[src/rtl/chip8_pkg.sv]
// Shared constants and fetch-state encoding for the CHIP-8 core.
// The FAULT state exists only when CHIP8_FETCH_ALIGN_CHK_EN is defined.
package chip8_pkg;

  localparam int          ADDR_W       = 12;
  localparam logic [11:0] PC_RESET     = 12'h200;
  localparam int          PC_STEP      = 2;
  localparam int          PC_SKIP_STEP = 4;

  typedef enum logic [2:0] {
    RD_HI = 3'd0,
    WT_HI = 3'd1,
    RD_LO = 3'd2,
    WT_LO = 3'd3,
    HOLD  = 3'd4
`ifdef CHIP8_FETCH_ALIGN_CHK_EN
    ,
    FAULT = 3'd5
`endif
  } fetch_state_e;

endpackage

[src/rtl/chip8_fetch.sv]
// CHIP-8 instruction fetch: two byte reads per opcode, valid/ready to decode.
// Define CHIP8_FETCH_ALIGN_CHK_EN to add the odd-jump-target fault port/state.
//
// state | meaning
// RD_HI | issue read of byte at pc (held off until the first cycle after reset)
// WT_HI | wait for high byte
// RD_LO | issue read of byte at pc+1
// WT_LO | wait for low byte
// HOLD  | instruction offered; PC update on handshake
// FAULT | odd jump target taken; fetch stopped until reset (optional)
module chip8_fetch
  import chip8_pkg::*;
#(
  parameter int                ADDR_W   = chip8_pkg::ADDR_W,
  parameter logic [ADDR_W-1:0] PC_RESET = ADDR_W'(chip8_pkg::PC_RESET)
) (
  input  logic              clk,
  input  logic              rst,
  output logic [ADDR_W-1:0] mem_addr,
  output logic              mem_rd,
  input  logic [7:0]        mem_rdata,
  input  logic              mem_valid,
  output logic [15:0]       instruction,
  output logic              instr_valid,
  input  logic              instr_ready,
  output logic [ADDR_W-1:0] pc,
  input  logic              pc_load,
  input  logic [ADDR_W-1:0] pc_load_addr,
`ifdef CHIP8_FETCH_ALIGN_CHK_EN
  output logic              fault,
`endif
  input  logic              pc_skip
);

  fetch_state_e      state, state_nxt;
  logic [ADDR_W-1:0] pc_q, pc_nxt, pc_inc1, addr_q;
  logic [15:0]       instr_q;
  logic              started;
  logic              handshake;

  assign pc_inc1   = pc_q + ADDR_W'(1);
  assign handshake = (state == HOLD) && instr_ready;

  always_ff @(posedge clk or negedge rst) begin
    if (!rst) state <= RD_HI;
    else      state <= state_nxt;
  end

  always_comb begin
    state_nxt = state;
    case (state)
      RD_HI: if (started) state_nxt = WT_HI;
      WT_HI: if (mem_valid) state_nxt = RD_LO;
      RD_LO: state_nxt = WT_LO;
      WT_LO: if (mem_valid) state_nxt = HOLD;
      HOLD: begin
        if (instr_ready) begin
          state_nxt = RD_HI;
`ifdef CHIP8_FETCH_ALIGN_CHK_EN
          if (pc_load && pc_load_addr[0]) state_nxt = FAULT;
`endif
        end
      end
`ifdef CHIP8_FETCH_ALIGN_CHK_EN
      FAULT: state_nxt = FAULT;
`endif
      default: state_nxt = RD_HI;
    endcase
  end

  // mem_addr falls back to the last driven address whenever no read is issued
  always_comb begin
    instr_valid = (state == HOLD);
    mem_rd      = ((state == RD_HI) && started) || (state == RD_LO);
    mem_addr    = addr_q;
    if (state == RD_LO)                 mem_addr = pc_inc1;
    else if ((state == RD_HI) && started) mem_addr = pc_q;
  end

  always_comb begin
    pc_nxt = pc_q + ADDR_W'(PC_STEP);
    if (pc_load)      pc_nxt = pc_load_addr;
    else if (pc_skip) pc_nxt = pc_q + ADDR_W'(PC_SKIP_STEP);
  end

  always_ff @(posedge clk or negedge rst) begin
    if (!rst) begin
      pc_q    <= PC_RESET;
      instr_q <= 16'h0000;
      addr_q  <= '0;
      started <= 1'b0;
    end else begin
      started <= 1'b1;
      addr_q  <= mem_addr;
      if ((state == WT_HI) && mem_valid) instr_q[15:8] <= mem_rdata;
      if ((state == WT_LO) && mem_valid) instr_q[7:0]  <= mem_rdata;
      if (handshake) pc_q <= pc_nxt;
    end
  end

  assign instruction = instr_q;
  assign pc          = pc_q;

`ifdef CHIP8_FETCH_ALIGN_CHK_EN
  assign fault = (state == FAULT);
`endif

endmodule

[config.mk]
export PLATFORM = sky130hd
export DESIGN_NAME = chip8_fetch
export DESIGN_NICKNAME = d
export VERILOG_FILES = /design/src/rtl/chip8_pkg.sv /design/src/rtl/chip8_fetch.sv
export SDC_FILE = /design/constraint.sdc
export NUM_CORES = 1
export LEC_CHECK = 0
export CAP_MARGIN = 0
export CELL_PAD_IN_SITES_DETAIL_PLACEMENT = 1
export CELL_PAD_IN_SITES_GLOBAL_PLACEMENT = 2
export CORE_MARGIN = 3
export CORE_UTILIZATION = 31
export DETAILED_ROUTE_END_ITERATION = 12
export PLACE_DENSITY_LB_ADDON = 0.08
export SKIP_CTS_REPAIR_TIMING = 1
export SLEW_MARGIN = 10
export SYNTH_ARGS = -nofsm -noshare
export SYNTH_HDL_FRONTEND = slang
export SYNTH_SLANG_ARGS = --single-unit
[constraint.sdc]
create_clock -name clk -period 2.6 [get_ports clk]
set_clock_uncertainty 0.1 [all_clocks]
set_input_delay 0.26 -clock clk [delete_from_list [all_inputs] [get_ports clk]]
set_output_delay 0.26 -clock clk [all_outputs]
set_load 0.02 [all_outputs]
# == Yosys cells after proc, flatten, opt, wreduce, memory -nomap -nowiden ==
# Cells that the tools add are included.
# Widths: inputs -> output; s select.
# op_classes
muxes,9
add_sub_neg,3
n_eq_ne,8
reduce_logical,7
# op_table
operator,n
$mux 12,4
$pmux 3 s5,1
$add 12x1->12 const B,1
$add 12x2->12 const B,1
$add 12x3->12 const B,1
$mux 3,4
$eq 3x2->1 const B,2
$ne 2x2->1 const B,3
$logic_and 1x1->1,4
$reduce_and 4->1,1
$eq 3x1->1 const B,1
$eq 3x3->1 const B,1
$logic_not 3->1,1
$ne 2x1->1 const B,1
$logic_or 1x1->1,1
# totals
elab_cells,33
out_inout_bits,42
reg_bits,44
inputBits,26

# == Depth between registers and ports, before layout ==
# Gate-level depths: netlist (run 1).
# depth
ltp_word,4
depth_mapped,7
ltp_nobuf,5

# == Least setup slack after synthesis (run 1) ==
# No wires, ideal clock.
# synth_path
path_kind,reg2out
start,reg pc_q[2] (netlist: pc[2])
end,out mem_addr[7]
path_buffers,0
required_time_ns,2.240
stages_incl_launch_ff,6
arrival_ns,1.901
setup_slack_ns,0.339
cell_sequence,dfrtp_1 ha_1 nand4_1 o21ai_0 a21oi_1 a311oi_1
# synth_via
elab_chain_cells,2
# synth_rtl
item,line_no,text
start: declaration,chip8_fetch.sv:36,"logic [ADDR_W-1:0] pc_q, pc_nxt, pc_inc1, addr_q;"
start signal: assignment,chip8_fetch.sv:97,if (handshake) pc_q <= pc_nxt;
$add 12x1->12,chip8_fetch.sv:41,assign pc_inc1 = pc_q + ADDR_W'(1);
$mux 12,chip8_fetch.sv:76,if (state == RD_LO) mem_addr = pc_inc1;
end: declaration,chip8_fetch.sv:19,"output logic [ADDR_W-1:0] mem_addr,"
# No other way between the ends.

# == Worst setup path in the final report (run 1) ==
# layout_path
start,reg state[0]
end,out mem_rd
# layout_via
elab_chain_cells,3
word_cells_on_any_way,4
classes_between,1 x eq/ne; 3 x reduce/logical
# layout_rtl
item,line_no,text
start: declaration,chip8_fetch.sv:35,"fetch_state_e state, state_nxt;"
start signal: assignment,chip8_fetch.sv:46,else state <= state_nxt;
$logic_not 3->1,chip8_fetch.sv:74,mem_rd = ((state == RD_HI) && started) || (state == RD_LO);
$logic_and 1x1->1,chip8_fetch.sv:74,
$logic_or 1x1->1 (*),chip8_fetch.sv:74,
end: declaration,chip8_fetch.sv:20,"output logic mem_rd,"
# Mark *: on every way between the ends. The rest lies on a longest branch, timed or not.

==> impl_metrics.csv, run 1 <==
group,metric,value,unit
placed_design,place_hpwl,5380,um
yosys,synthesis.nets,256,
placed_design,placedCellCount,400,
setup_path,cp-endpoint,"mem_rd",
floorplan,die_w,92.2,um
setup_path,worstSetupStartpoint,"state[0]",
setup_path,rr_endpoint,"pc[0]",
setup_path,cp_data_arrival_time,2.07,ns
yosys,postSynthAreaPerCell,10.1,um^2
clock_network,clockRootBuffer,"clkbuf_8",
route,first_iter_violations,56,
yosys,yosysTopAreaCellShare,46.8,%
cells_and_area,drive_gt1_share,20.1,%
cells_and_area,nNetsFinal,341,
clock_network,clock_latency,0.30,ns
sta,maxSlewViolCount,0,
yosys,synthDistinctLibCells,48,
yosys,synthTopCellsByCount,"dfrtp_1 (43), nor2_1 (25), o21ai_0 (19)",
floorplan,die_area,8490,um^2
setup_path,crit_required,2.24,ns
sta,rsz0062_at_grt,"no",
route,avgViaCountPerCell,5.06,
setup_path,reg2reg_slack,0.58,ns
yosys,yosysTopAreaCell,"dfrtp_1",
setup_path,crit_buf_inv,3,
global_route,grt_first_pass_wirelength,11500,um
sta,hold_viol,0,
sta,period_share,93.5,%
sta,setup-violations-final,0,
setup_path,rr_worst_depth,4,
yosys,synthCells,227,
sta,setup_ws,0.169,ns
floorplan,die_y,92.2,um
setup_path,path_max_fanout,5,
yosys,ys_top_cells_by_area,"dfrtp_1 (47%), mux2_2 (8.3%), o21ai_0 (4.1%), nor2_1 (4.1%), a21oi_1 (3.7%)",
sta,slew_headroom,64.1,%
clock_network,clk_path_buf_depth,2,
global_route,grt_max_degree,24,
clock_network,cts_tree,"done",
route,vias,2070,
setup_path,path_cells,"nor4b_4 -> nor2_2 -> inv_1 -> buf_4 -> clkdlybuf4s50_1",
yosys,synth.most_common_cell,"dfrtp_1",
floorplan,pin_count,68,
job,maxCapViolCount,0,
setup_path,cp-start-kind,"flip-flop",
floorplan,core_area,6980,um^2
yosys,synthFlopType,"dfrtp_1",
sta,fin_setup_tns,0,ns
global_route,grt_pass1_vias,2182,
yosys,ys_warn_count,0,
power,powerDensity,1290,nW/um^2
global_route,globalRouteTotalUtil,17.2,%
clock_network,clk_pin_slew,0.09,ns
sta,worstMarginPinSlew,0.538,ns
setup_path,cpLargestDelayFamily,"buffers and inverters",
cells_and_area,diodes,0,
yosys,ys_ff_latch,44,
route,wl_per_cell,17.2,um
sta,max_freq,0.411,GHz
setup_path,cp.depth,5,
yosys,synth-edff-count,0,
yosys,synth_seq_area_share,47.9,%
route,drt_first_pass_iters,4,
clock_network,numCtsBuffers,5,
global_route,grt_overflow_total,0,
placed_design,place_congestion,0.743,
placed_design,dp_worst_setup_slack,0.151,ns
power,p_leak,0.00142,uW
outcome,status,"complete, no violations",
setup_path,r2r_start,"state[0]",
cells_and_area,fin_util,47.7,%
floorplan,initial_core_util,33.0,%
placed_design,io_buffers,67,
power,finalPower,4290,uW
floorplan,std_cell_rows,30,
yosys,synth_area,2300,um^2
setup_path,cp-end-kind,"primary output",
yosys,async_flop_share,100,%
hold_path,hp-class,"in2async",
route,totalWireLength,7020,um
route,drc,0,
clock_network,htree_levels,2,
cells_and_area,areaGrowthSynthToFinish,44.9,%
global_route,antenna_found_initial,0,
setup_path,crit_slowest_cell,"clkdlybuf4s50_1",
setup_path,critPathKind,"reg2out",
power,vdd_drop_max,657,uV
clock_network,clkSinkCount,44,
sta,period_needed,2.43,ns
route,antenna_left,0,
setup_path,cpPeakStageDelay,0.60,ns
cells_and_area,fin_cells,409,
## logic make-up after synthesis
| logic type | after synthesis | synth area share, % |
|---|---|---|
| mux | 19 | 9.19 |
| compound gates | 59 | 16.3 |
| fa+ha+maj | 3 | 1.63 |
| simple gates | 79 | 19.5 |
| xor+xnor | 2 | 0.761 |
| flops | 44 | 47.9 |
| buf+inv | 20 | 4.57 |
| other cells | 1 | 0.163 |
## registers in the layout, indices dropped and copies added, names as in the netlist
name and cells:
addr_q 12, instruction 16, pc 12, started 1, state 3
## metrics by stage
stage / hold WS, ns / area [um^2]
6_report: 0.384 / 3330
5_1_grt: 0.422 / 3330
4_1_cts: -0.165 / 3280
3_5_place_dp: 0.176 / 3180
3_3_place_gp: 0.172 / 3180
2_1_floorplan: -0.136 / 2300
## layout make-up
type	instances	area, um^2
clock buffers	6	82.6
clock inverters	2	15.0
fillers	806	3650
inverters	6	22.5
multi-input cells	163	1100
flip-flops and latches	44	1100
well taps	96	120
repair buffers	92	886
## power by group
part           switching (uW)  internal [uW]  leakage [uW]  total (uW)
clock network             254            215     0.0000434         469
logic                    1310           1230      0.000851        2540
registers                 263           1020      0.000527        1280
total                    1820           2460       0.00142        4290
## layer usage
layer	GRT usage (%)	vias to the layer above	routed length, um
met3	3.86	6	280
met5	0	-	0
met1	23.8	1015	3380
met2	27.4	44	3290
li1	-	1005	-
met4	3.71	0	58
## worst min-delay path by stage
| stage | start | to | slack, ns | cells after the start |
|---|---|---|---|---|
| 5_1_grt | instruction[4] | instruction[4] | 0.42 | 1 |
| 4_1_cts | rst | pc[11] | -0.16 | 1 |
| 3_5_place_dp | rst | pc[11] | 0.18 | 1 |
| 2_1_floorplan | rst | addr_q[0] | -0.14 | 0 |
| 6_report | rst | pc[11] | 0.38 | 2 |
| 3_3_place_gp | rst | pc[11] | 0.17 | 1 |
## cell usage in the layout (no fill, tap or decap), types with 2 or more instances in the layout
cell             count
inv_1                5
o21ai_0             19
nand4_1              5
dlymetal6s2s_1      12
a21oi_1             17
mux2_2              17
a211oi_1             2
clkbuf_8             6
and4_1               2
a211oi_2             2
a31oi_1              4
nand3_1              4
ha_1                 3
clkinvlp_4           2
nor2_1              24
nor3_1              11
dfrtp_1             42
nor4_1               7
o21a_1               2
mux2i_1              2
o22a_1               2
o22ai_1              3
clkdlybuf4s50_1     54
buf_4               24
nand2_1             14
## worst reg2reg max path, cell delays in order, from the launching register on
cell and delay, ns:
dfrtp_1 0.47, buf_4 0.20, nand4bb_1 0.38, nor2_1 0.40, mux2_2 0.38
Note: power is estimated with default switching activity, not from simulation.
==> run 2: changes to the inputs <==
--- a/config.mk
+++ b/config.mk
@@ -8,6 +8,7 @@
 export CAP_MARGIN = 0
 export CELL_PAD_IN_SITES_DETAIL_PLACEMENT = 1
 export CELL_PAD_IN_SITES_GLOBAL_PLACEMENT = 2
+export CORE_ASPECT_RATIO = 1.25
 export CORE_MARGIN = 3
 export CORE_UTILIZATION = 31
 export DETAILED_ROUTE_END_ITERATION = 12
==> run 2 against run 1 <==
  * Sequential power about the same
  * Sequential share of layout area decreased by 0.19 points
  * Clock-buffer cell count unchanged
  * Via count increased by 3.4%
  * Sequential cell count unchanged
  * Combinational power about the same
  * Setup slack improved by 0.011 ns
  * Utilization decreased by 0.61 points
  * Routed wire length increased by 3.9%
  * Final area increased by 0.45%
  * Largest cell class unchanged
==> impl_metrics.csv, run 2 (synthesized netlist as in run 1, its figures left out) <==
group,metric,value,unit
setup_path,cp-start-kind,"flip-flop",
route,wl_per_cell,18.0,um
power,p_leak,0.00144,uW
setup_path,critPathKind,"reg2out",
floorplan,initial_core_util,32.4,%
placed_design,io_buffers,67,
cells_and_area,seqCellArea,1100,um^2
clock_network,clockRootBuffer,"clkbuf_8",
clock_network,htree_levels,2,
setup_path,rr_endpoint,"pc[11]",
sta,setup-violations-final,0,
global_route,globalRouteTotalUtil,17.6,%
cells_and_area,diodes,0,
setup_path,r2r_start,"state[0]",
global_route,grt_overflow_total,0,
floorplan,die_w,83.1,um
power,powerDensity,1310,nW/um^2
cells_and_area,fin_cells,405,
floorplan,std_cell_rows,34,
cells_and_area,largest_register_ffs,16,
route,totalWireLength,7290,um
power,vdd_drop_max,615,uV
cells_and_area,drive_gt1_share,20.3,%
route,first_iter_violations,56,
cells_and_area,areaGrowthSynthToFinish,45.5,%
clock_network,cts_tree,"done",
sta,period_needed,2.42,ns
global_route,antenna_found_initial,0,
setup_path,cpPeakStageDelay,0.59,ns
sta,hold_viol,0,
outcome,status,"complete, no violations",
clock_network,clock_latency,0.30,ns
clock_network,clk_path_buf_depth,2,
setup_path,crit_slowest_cell,"clkdlybuf4s50_1",
hold_path,hp-class,"in2async",
clock_network,numCtsBuffers,5,
floorplan,die_area,8500,um^2
setup_path,worstSetupStartpoint,"state[0]",
setup_path,rr_worst_depth,5,
placed_design,placedCellCount,395,
clock_network,clk_pin_slew,0.09,ns
power,finalPower,4370,uW
setup_path,reg2reg_slack,0.69,ns
cells_and_area,multiInputGateArea,1100,um^2
job,maxCapViolCount,0,
cells_and_area,mostFrequentLayoutCells,"clkdlybuf4s50_1 (54), dfrtp_1 (43), buf_4 (26)",
setup_path,cp_data_arrival_time,2.06,ns
setup_path,path_cells,"nor4b_4 -> nor2_1 -> inv_2 -> buf_4 -> clkdlybuf4s50_1",
sta,worstMarginPinSlew,0.503,ns
sta,period_share,93.1,%
route,antenna_left,0,
route,vias,2141,
route,avgViaCountPerCell,5.29,
route,drt_first_pass_iters,4,
global_route,grt_first_pass_wirelength,11900,um
global_route,grt_pass1_vias,2264,
floorplan,die_y,102,um
floorplan,pin_count,68,
placed_design,place_congestion,0.763,
cells_and_area,final_common_cell,"clkdlybuf4s50_1",
sta,rsz0062_at_grt,"no",
setup_path,path_max_fanout,9,
placed_design,place_hpwl,5650,um
route,drc,0,
clock_network,clkSinkCount,44,
sta,max_freq,0.413,GHz
global_route,grt_max_degree,22,
setup_path,cp-end-kind,"primary output",
cells_and_area,nNetsFinal,343,
cells_and_area,fill_cells,798,
sta,maxSlewViolCount,0,
sta,slew_headroom,66.3,%
setup_path,crit_required,2.24,ns
floorplan,core_area,7100,um^2
==> run 2: worst max-delay path, delay by kind of cell (launching register included) <==
kind,cells,cell delay [ns]
buffers and inverters,3,0.90
AND/OR/NAND/NOR,2,0.39
flip-flops,1,0.47
==> run 2: how the worst max path moves through the flow <==
| stage | to | depth (start not counted) | slack [ns] |
|---|---|---|---|
| detailed placement | mem_addr[7] | 6 | 0.11 |
| CTS | mem_addr[7] | 6 | -0.23 |
| floorplan | mem_addr[7] | 5 | 0.34 |
| finish | mem_rd | 5 | 0.18 |
| global placement | mem_addr[7] | 6 | 0.15 |
| global route | mem_addr[7] | 7 | 0.04 |
==> run 2: area by class of cell <==
cell class / instances / share of cell area [%]
multi-input cells: 163 / 32.9
flip-flops and latches: 44 / 32.9
repair buffers: 94 / 26.9
inverters: 6 / 0.673
clock buffers: 6 / 2.17
well taps: 90 / 3.36
clock inverters: 2 / 1.05
==> run 2: metrics by stage <==
stage               TNS (ns)  utilization (%)  instance area [um^2]  hold slack, ns  worst slack [ns]
finish                     0             47.1                  3350           0.261             0.180
floorplan                  0                -                  2300          -0.136             0.339
global placement           0             44.8                  3180          0.0658             0.152
global route               0             47.1                  3350           0.284            0.0367
CTS                    -1.77             46.3                  3290          -0.267            -0.234
detailed placement         0             44.8                  3180          0.0655             0.108
==> run 2: power by group <==
group          internal [uW]  leakage, uW  switching, uW  total (uW)
clock network            286    0.0000552            245         530
logic                   1240     0.000855           1320        2560
registers               1010     0.000528            266        1280
==> run 2: per-layer routing <==
metal / vias up / global-route usage [%] / share of wire (%)
met4: 0 / 6.16 / 2.0
met1: 1053 / 19.2 / 40
met3: 10 / 5.00 / 5.6
met2: 66 / 32.8 / 52
li1: 1012 / - / -
met5: - / 0 / 0
